### config.mk
export PLATFORM = sky130hd
export DESIGN_NAME = pipelined_addsub
export DESIGN_NICKNAME = d
export VERILOG_FILES = /design/src/rtl/addsub_pkg.sv /design/src/rtl/addsub_segment.sv /design/src/rtl/pipelined_addsub.sv
export SDC_FILE = /design/constraint.sdc
export NUM_CORES = 1
export LEC_CHECK = 0
export ABC_AREA = 0
export CAP_MARGIN = 20
export CORE_UTILIZATION = 35
export CTS_CLUSTER_DIAMETER = 30
export DETAILED_ROUTE_END_ITERATION = 12
export PLACE_DENSITY = 0.56
export SYNTH_ARGS = -nofsm -noshare
export SYNTH_HDL_FRONTEND = slang
export SYNTH_SLANG_ARGS = --single-unit
### constraint.sdc
create_clock -name Clk -period 5.8 [get_ports Clk]
set_input_delay 0.87 -clock Clk [delete_from_list [all_inputs] [get_ports Clk]]
set_output_delay 0.87 -clock Clk [all_outputs]
set_load 0.01 [all_outputs]
### src/rtl/addsub_pkg.sv
// Shared constants and helpers for the pipelined adder/subtractor.
// Saturation limits are returned wide and narrowed by the caller to its own width.
package addsub_pkg;

   localparam int DEFAULT_WIDTH  = 32;
   localparam int DEFAULT_STAGES = 4;
   localparam int MAX_WIDTH      = 256;

   function automatic int seg_width(input int width, input int stages);
      return width / stages;
   endfunction

   function automatic logic [MAX_WIDTH-1:0] max_pos(input int width);
      return (MAX_WIDTH'(1) << (width - 1)) - MAX_WIDTH'(1);
   endfunction

   function automatic logic [MAX_WIDTH-1:0] max_neg(input int width);
      return MAX_WIDTH'(1) << (width - 1);
   endfunction

endpackage

### src/rtl/addsub_segment.sv
// One carry-chain segment: SEG-bit add with carry-in.
// Also exposes the carry into the segment MSB for signed-overflow detection.
module addsub_segment
   import addsub_pkg::*;
#(
   parameter int SEG = seg_width(DEFAULT_WIDTH, DEFAULT_STAGES)
) (
   input  logic [SEG-1:0] a,
   input  logic [SEG-1:0] b,
   input  logic           cin,
   output logic [SEG-1:0] sum,
   output logic           cout,
   output logic           c_msb
);

   logic [SEG:0] total;

   assign total = {1'b0, a} + {1'b0, b} + {{SEG{1'b0}}, cin};
   assign sum   = total[SEG-1:0];
   assign cout  = total[SEG];
   // a ^ b ^ sum at the MSB recovers the carry that entered that bit
   assign c_msb = a[SEG-1] ^ b[SEG-1] ^ sum[SEG-1];

endmodule

### src/rtl/pipelined_addsub.sv
// Pipelined two's-complement add/sub, one carry segment per stage, valid/ready on both sides.
// Optional build macro ADDSUB_SATURATE_EN clamps the result on signed overflow.
module pipelined_addsub
   import addsub_pkg::*;
#(
   parameter int WIDTH  = DEFAULT_WIDTH,
   parameter int STAGES = DEFAULT_STAGES
) (
   input  logic             Clk,
   input  logic             Rst_n,
   input  logic             in_valid,
   output logic             in_ready,
   input  logic [WIDTH-1:0] a,
   input  logic [WIDTH-1:0] b,
   input  logic             sub,
   output logic             out_valid,
   input  logic             out_ready,
   output logic [WIDTH-1:0] sum,
   output logic             carry_out,
   output logic             overflow
);

   localparam int SEG  = seg_width(WIDTH, STAGES);
   localparam int LAST = STAGES - 1;

   if ((STAGES < 1) || (STAGES > WIDTH) || ((WIDTH % STAGES) != 0) || (WIDTH > MAX_WIDTH)) begin : g_bad_params
      $error("pipelined_addsub: illegal WIDTH/STAGES combination");
   end

   // x_q holds the unconsumed A segments in its low part and the finished sum
   // segments in its high part; each stage shifts one A segment out and one sum
   // segment in, so after the last stage x_q is exactly the aligned sum.
   logic [WIDTH-1:0] x_q     [STAGES];
   logic [WIDTH-1:0] b_q     [STAGES];
   logic             c_q     [STAGES];
   logic             v_q     [STAGES];
   logic             ov_q;

   logic [WIDTH-1:0] a_in    [STAGES];
   logic [WIDTH-1:0] b_in    [STAGES];
   logic             c_in    [STAGES];
   logic             v_in    [STAGES];
   logic [WIDTH-1:0] x_shift [STAGES];
   logic [WIDTH-1:0] x_nxt   [STAGES];
   logic [SEG-1:0]   seg_s   [STAGES];
   logic             seg_co  [STAGES];
   logic             seg_cm  [STAGES];

   logic             stall;
   logic             ov_nxt;
   logic             unused_b;

   assign stall    = v_q[LAST] && !out_ready;
   assign in_ready = !stall;

   for (genvar k = 0; k < STAGES; k++) begin : g_stage
      if (k == 0) begin : g_first
         assign a_in[k] = a;
         assign b_in[k] = sub ? ~b : b;
         assign c_in[k] = sub;
         assign v_in[k] = in_valid;
      end else begin : g_next
         assign a_in[k] = x_q[k-1];
         assign b_in[k] = b_q[k-1];
         assign c_in[k] = c_q[k-1];
         assign v_in[k] = v_q[k-1];
      end

      addsub_segment #(
         .SEG (SEG)
      ) u_seg (
         .a     (a_in[k][SEG-1:0]),
         .b     (b_in[k][SEG-1:0]),
         .cin   (c_in[k]),
         .sum   (seg_s[k]),
         .cout  (seg_co[k]),
         .c_msb (seg_cm[k])
      );

      assign x_shift[k] = (a_in[k] >> SEG) | (WIDTH'(seg_s[k]) << (WIDTH - SEG));

      if (k < LAST) begin : g_mid
         assign x_nxt[k] = x_shift[k];
      end
   end

   assign ov_nxt = seg_co[LAST] ^ seg_cm[LAST];

`ifdef ADDSUB_SATURATE_EN
   localparam logic [WIDTH-1:0] SAT_POS = WIDTH'(max_pos(WIDTH));
   localparam logic [WIDTH-1:0] SAT_NEG = WIDTH'(max_neg(WIDTH));

   // Overflow only occurs when both operand signs agree, so A's sign picks the rail.
   assign x_nxt[LAST] = !ov_nxt           ? x_shift[LAST] :
                        a_in[LAST][SEG-1] ? SAT_NEG       : SAT_POS;
`else
   assign x_nxt[LAST] = x_shift[LAST];
`endif

   always_ff @(posedge Clk) begin
      if (!Rst_n) begin
         for (int k = 0; k < STAGES; k++) begin
            v_q[k] <= 1'b0;
            x_q[k] <= '0;
            b_q[k] <= '0;
            c_q[k] <= 1'b0;
         end
         ov_q <= 1'b0;
      end else if (!stall) begin
         for (int k = 0; k < STAGES; k++) begin
            v_q[k] <= v_in[k];
            x_q[k] <= x_nxt[k];
            b_q[k] <= b_in[k] >> SEG;
            c_q[k] <= seg_co[k];
         end
         ov_q <= ov_nxt;
      end
   end

   // the final stage's B copy has no consumer
   assign unused_b = ^b_q[LAST];

   assign out_valid = v_q[LAST];
   assign sum       = x_q[LAST];
   assign carry_out = c_q[LAST];
   assign overflow  = ov_q;

endmodule

**Word-level counts from Yosys, hierarchy flattened**

Memories as Yosys holds them, arrays and structs flattened.
Index checks and enable logic that the tools add are counted.
W data, S select, Z words.

- Memory bits (writable): 232
- Output and inout port bits: 36
- Word-level logic and storage cells: 61
- Memories kept: 4
- Input port bits: 69
- Flip-flop bits (word level): 1

Memory list:

| name | words | bits a word | read ports | clocked after memory_dff | write ports | RTL line | RTL |
|---|---|---|---|---|---|---|---|
| x_q | 4 | 32 | 4 | 0 | 4 | pipelined_addsub.sv:33 | `logic [WIDTH-1:0] x_q [STAGES];` |
| b_q | 4 | 24 | 3 | 0 | 4 | pipelined_addsub.sv:34 | `logic [WIDTH-1:0] b_q [STAGES];` |
| c_q | 4 | 1 | 4 | 0 | 4 | pipelined_addsub.sv:35 | `logic c_q [STAGES];` |
| v_q | 4 | 1 | 4 | 0 | 4 | pipelined_addsub.sv:36 | `logic v_q [STAGES];` |

- Bitwise operators: 24
- Muxes and demuxes: 21
- Reductions and logical operators: 3
- $add $sub $neg: 8

Operators with widths:

| operator | number |
|---|---|
| $mux W32 | 5 |
| $or A24 B32 Y32 | 4 |
| $mux W24 | 4 |
| $add A8 B8 Y9 | 4 |
| $add A9 B1 Y9 | 4 |
| $not A32 Y32 | 1 |
| $or A1 B1 Y1 | 16 |
| $mux W1 | 12 |
| $xor A1 B1 Y1 | 3 |
| $logic_not A1 Y1 | 2 |
| $logic_and A1 B1 Y1 | 1 |

**Logic depth before layout (Yosys ltp)**

- Depth in word-level cells: 6
- Mapped depth: 9

**Modules after synthesis**

Synthesis repeated with hierarchy kept, for this count alone.

- Cells, all modules: 635
- Area total of the unflattened synthesis: 8,624.5 sq um

Modules (own cells, without submodules):

| module | sequential area each (sq um) | instances | cells an instance | area an instance (sq um) |
|---|---|---|---|---|
| pipelined_addsub | 5,485.3 | 1 | 463 | 7,205.7 |
| addsub_segment at g_stage[2].u_seg ... | 0.0 | 2 | 43 | 364.1 |
| addsub_segment at g_stage[0].u_seg ... | 0.0 | 2 | 43 | 345.3 |

**Worst setup path after synthesis**

OpenSTA, ideal clock, no wires.

- Path type: input to register
- From: input port Rst_n
- To: memory b_q[0][0] (netlist name), enable pin
- Arrival: 4,030 ps
- Required time: 4,323 ps
- Stages: 2
- Slack: 293 ps
- Path buffers: 1
- Cell sequence: clkbuf_1 > nand2_1

RTL lines:

| what | RTL line | RTL |
|---|---|---|
| start: declaration | pipelined_addsub.sv:10 | `input logic Rst_n,` |
| end: declaration | pipelined_addsub.sv:34 |  |

**Worst setup path after layout**

- From: input port out_ready
- To: output port in_ready

- Cells in the longest elaborated chain, start to end: 3

Ends and longest elaborated chain:

| what | RTL line | RTL |
|---|---|---|
| start: declaration | pipelined_addsub.sv:17 | `input logic out_ready,` |
| $logic_not A1 Y1 | pipelined_addsub.sv:53 | `assign stall = v_q[LAST] && !out_ready;` |
| $logic_and A1 B1 Y1 | pipelined_addsub.sv:53 |  |
| $logic_not A1 Y1 | -- |  |
| end: declaration | pipelined_addsub.sv:12 | `output logic in_ready,` |

Every way passes these cells.

==> implementation parameters <==
Parameter                              Value

Timing
  Highest clock rate ... 0.2808 GHz
  Max-Slew Margin vs Limit ... 36.14%
  Final hold vios ... 0
  Clock skew after layout ... 0.006018 ns
  Final setup fails ... 0
  Actual transition at the worst max-transition pin ... 0.9580 ns
  Share of the cycle needed by the critical path after routing ... between 60% and 70%
  Setup TNS Final ... 0 ns
  Slew Viols, Final ... 0
  Final critical-path required period ... 3.561 ns
  Setup repair after global routing missed its margin ... no

Min path
  Start point of the worst min-delay path ... x_q[0][19]
  Min-Delay Path Class ... flip-flop to flip-flop

Clocking
  Clock root cell ... sky130_fd_sc_hd__clkbuf_16
  Setup Buffers After CTS ... 0
  Number of clock buffers inserted by TritonCTS ... 17
  Post-CTS sizing ... 0
  Worst-path clk slew ... roughly 0.07 ns
  Number of buffers between clock root and the deepest sink ... 2
  Count of hold-fix buffers inserted at cts ... 0
  Clock network latency to the later pin of the worst-skew pair ... 0.43 ns
  CTS tree ... built
  Clock sink count ... 185
  Depth of the CTS H-tree ... 4

Yosys
  Compound-Gate Fraction of Synth Area ... about 5.2%
  Post-synthesis cell count ... 623
  Largest family of logic cells by synthesized area ... simple AND/OR/NAND/NOR gates
  Share of synthesized flip-flops with an asynchronous set or reset ... 0%
  Post-Synthesis Net Count ... between 700 and 800
  Sequential fraction of the synthesis area ... 65.90%
  Warnings from Yosys ... 0
  Dominant cell by count in the synthesized netlist ... sky130_fd_sc_hd__edfxtp_1
  Count of flip-flops with a built-in enable after synthesis ... 181
  Commonest cells post-synth ... 181 x sky130_fd_sc_hd__edfxtp_1, 127 x sky130_fd_sc_hd__and3_1, 50 x sky130_fd_sc_hd__nor2_1
  Yosys reg bits ... 185
  Biggest area contributors in the synthesized netlist ... sky130_fd_sc_hd__edfxtp_1 65%, sky130_fd_sc_hd__and3_1 9.5%, sky130_fd_sc_hd__ha_1 4.2%, sky130_fd_sc_hd__xnor2_1 3.0%, sky130_fd_sc_hd__nor2_1 2.2%
  Synthesized area ... 8369 µm²
  Synth Area in XOR/XNOR ... 4.081%
  Yosys top cell by area ... sky130_fd_sc_hd__edfxtp_1
  Post-synth cell types ... 41
  Syn_area_per_cell ... 13.43 µm²
  Area share of the largest cell type after synthesis ... 64.94%
  Most used flip-flop cell after synthesis ... sky130_fd_sc_hd__edfxtp_1
  Proportion of synthesized area in mux cells ... 0.1196%
  Post-synthesis share of cell area spent on and, or, nand and nor gates ... 16.12%
  Fraction of the mapped netlist area in adder cells ... under 10%

Global route
  Maximum number of pins on one net before global-route repair ... around 140
  Via count of the first global-routing pass ... between 4,000 and 5,000
  Total grt overflow ... 0
  Aggregate global-route resource usage ... 12.90%
  First-pass GRT wire length ... 24,520 µm
  Number of antenna violations at the first check in global routing ... 0

Power
  Total net switching power ... 0.6858 mW
  Internal cell power ... 2.377 mW
  Sequential cell fraction of total power ... a little over half
  Share of power burned in combinational logic ... between 10% and 20%
  Max VDD drop ... 134.2 µV
  Power density over the cells ... 297.1 nW/µm²
  Clock Power Share ... 37.5%
  Leakage power of the design ... 4.464 nW
  Net switching share of the total power ... roughly 22%

Die
  Core ar. ... 23,470 µm²
  Count of standard-cell rows ... 56
  Die height ... 156.6 µm
  Total die area ... about 25,000 µm²
  Starting density of the core ... 35.66%
  Horizontal die dimension ... 156.6 µm
  I/O pin count ... ~110

Status
  Result of the run ... complete, no violations

Place
  Detailed placer's ending HPWL ... 10,270 µm
  Port bufs ... 104
  Number of placed instances, taps included ... 1,011
  Area after detailed placement ... about 9700 µm²
  GPL Wtd Cong ... 0.7753

Routing
  Via count of the routed design ... 4,865
  DRC errors left ... 0
  Detailed Route WL ... 15,230 µm
  Iteration-0 DRC count of the detailed router ... 367
  Vias per cell ... 4.664
  Routed wirelength normalized by instance count ... 14.61 µm
  DRT Pass-1 Iters ... 5
  Remaining antenna violation count after routing ... 0

Run
  Max cap viols ... 0

Setup path
  Largest delay share family, worst path ... buffers and inverters
  Critical path startpoint ... out_ready
  Worst setup SP type ... primary input
  Cell with the most instances on the worst path ... sky130_fd_sc_hd__clkdlybuf4s50_1
  Data required time at the worst endpoint ... 4.93 ns
  Largest stage delay on the critical path ... 0.67 ns
  Ordered list of cells on the worst path ... clkdlybuf4s50_1 > nor2b_4 > inv_2 > clkdlybuf4s50_1
  Slowest library cell on the worst path ... sky130_fd_sc_hd__clkdlybuf4s50_1
  Critical path endpoint category ... output pin
  Number of buffers and inverters on the critical path ... 3
  Worst-path fanout max ... 61
  Arr. time, crit path ... 2.69 ns
  FF-to-FF Start ... v_q[0][3]
  Critical path class ... primary input to output pin

Finish
  Antenna cells ... 0
  Post-layout instance area ... 10,310 µm²
  Fraction of final layout cells sized beyond drive strength 1 ... 6.077%
  Fin cells ... 1,043
  Synthesis-to-layout area growth ... 23.16%
  Number of nets in the layout ... 815
[layer usage]
| metal | vias to the layer above | wire, µm | global-route usage, % |
|---|---|---|---|
| met4 | 0 | 210 | 4.295 |
| met5 | - | 0 | 0 |
| met1 | 2244 | 7719 | 18.74 |
| li1 | 2487 | - | - |
| met2 | 121 | 6500 | 18.56 |
| met3 | 13 | 804 | 3.434 |
[cells in the final DEF (no fill, tap or decap), types with 10 or more instances in the layout]
master	n
sky130_fd_sc_hd__a21oi_1	15
sky130_fd_sc_hd__clkbuf_16	17
sky130_fd_sc_hd__xor2_1	10
sky130_fd_sc_hd__clkdlybuf4s50_1	102
sky130_fd_sc_hd__xnor2_1	29
sky130_fd_sc_hd__nor3_1	11
sky130_fd_sc_hd__edfxtp_1	181
sky130_fd_sc_hd__inv_1	18
sky130_fd_sc_hd__nor2_1	50
sky130_fd_sc_hd__o21ai_0	17
sky130_fd_sc_hd__ha_1	28
sky130_fd_sc_hd__and3_1	127
[worst reg2reg max path: cells and delay by family (launching register included)]
| kind | cells | cell delay (ns) |
|---|---|---|
| flops | 1 | 0.38 |
| simple gates | 3 | 0.78 |
| compound gates | 1 | 0.20 |
| buf+inv | 2 | 1.20 |
[kinds of logic (layout without fill, tap and decap cells)]
family,after synthesis,in the layout
simple gates,238,238
flops,185,185
compound gates,67,67
buf+inv,58,159
xor+xnor,39,39
fa+ha+maj,35,35
mux,1,1
[power by group through the flow]
stage          logic (mW)  clock network, mW  registers [mW]
6_report            0.310               1.15            1.60
5_1_grt             0.347               1.22            1.61
4_1_cts             0.314               1.17            1.60
3_5_place_dp        0.313                  0            1.63
3_3_place_gp        0.304                  0            1.63
2_1_floorplan       0.181                  0            1.63
[cell type report]
| type | count | area, µm² |
|---|---|---|
| timing repair buffer | 108 | 1096 |
| multi-input combinational | 380 | 2638 |
| tap | 319 | 399.1 |
| fill | 2083 | 13170 |
| clock buffer | 17 | 425.4 |
| clock inverter | 15 | 162.7 |
| inverter | 19 | 71.32 |
| sequential | 185 | 5515 |
[registers in the layout (all words and copies together) (netlist names)]
| name | cells |
|---|---|
| x_q | 128 |
| b_q | 48 |
| c_q | 4 |
| v_q | 4 |
| overflow | 1 |
[per-stage QoR]
step	power (mW)	utilization [%]	setup WS, ns	hold slack [ns]
after floorplan	1.811	-	0.2934	0.5250
after global placement	1.937	41.29	2.255	0.5352
after detailed placement	1.946	41.41	2.189	0.5361
after CTS	3.093	43.91	2.222	0.5520
after global routing	3.179	43.91	2.091	0.5605
final	3.063	43.91	2.239	0.5504
[final timing paths]
| check | slack [ns] | depth (start not counted) | to |
|---|---|---|---|
| hold reg to reg | 0.55 | 1 | x_q[1][11] |
| hold / removal | 0.55 | 1 | x_q[1][11] |
| setup / recovery | 2.24 | 4 | in_ready |
| setup reg to reg | 3.10 | 6 | x_q[2][30] |
(Power assumes the default switching activity.)
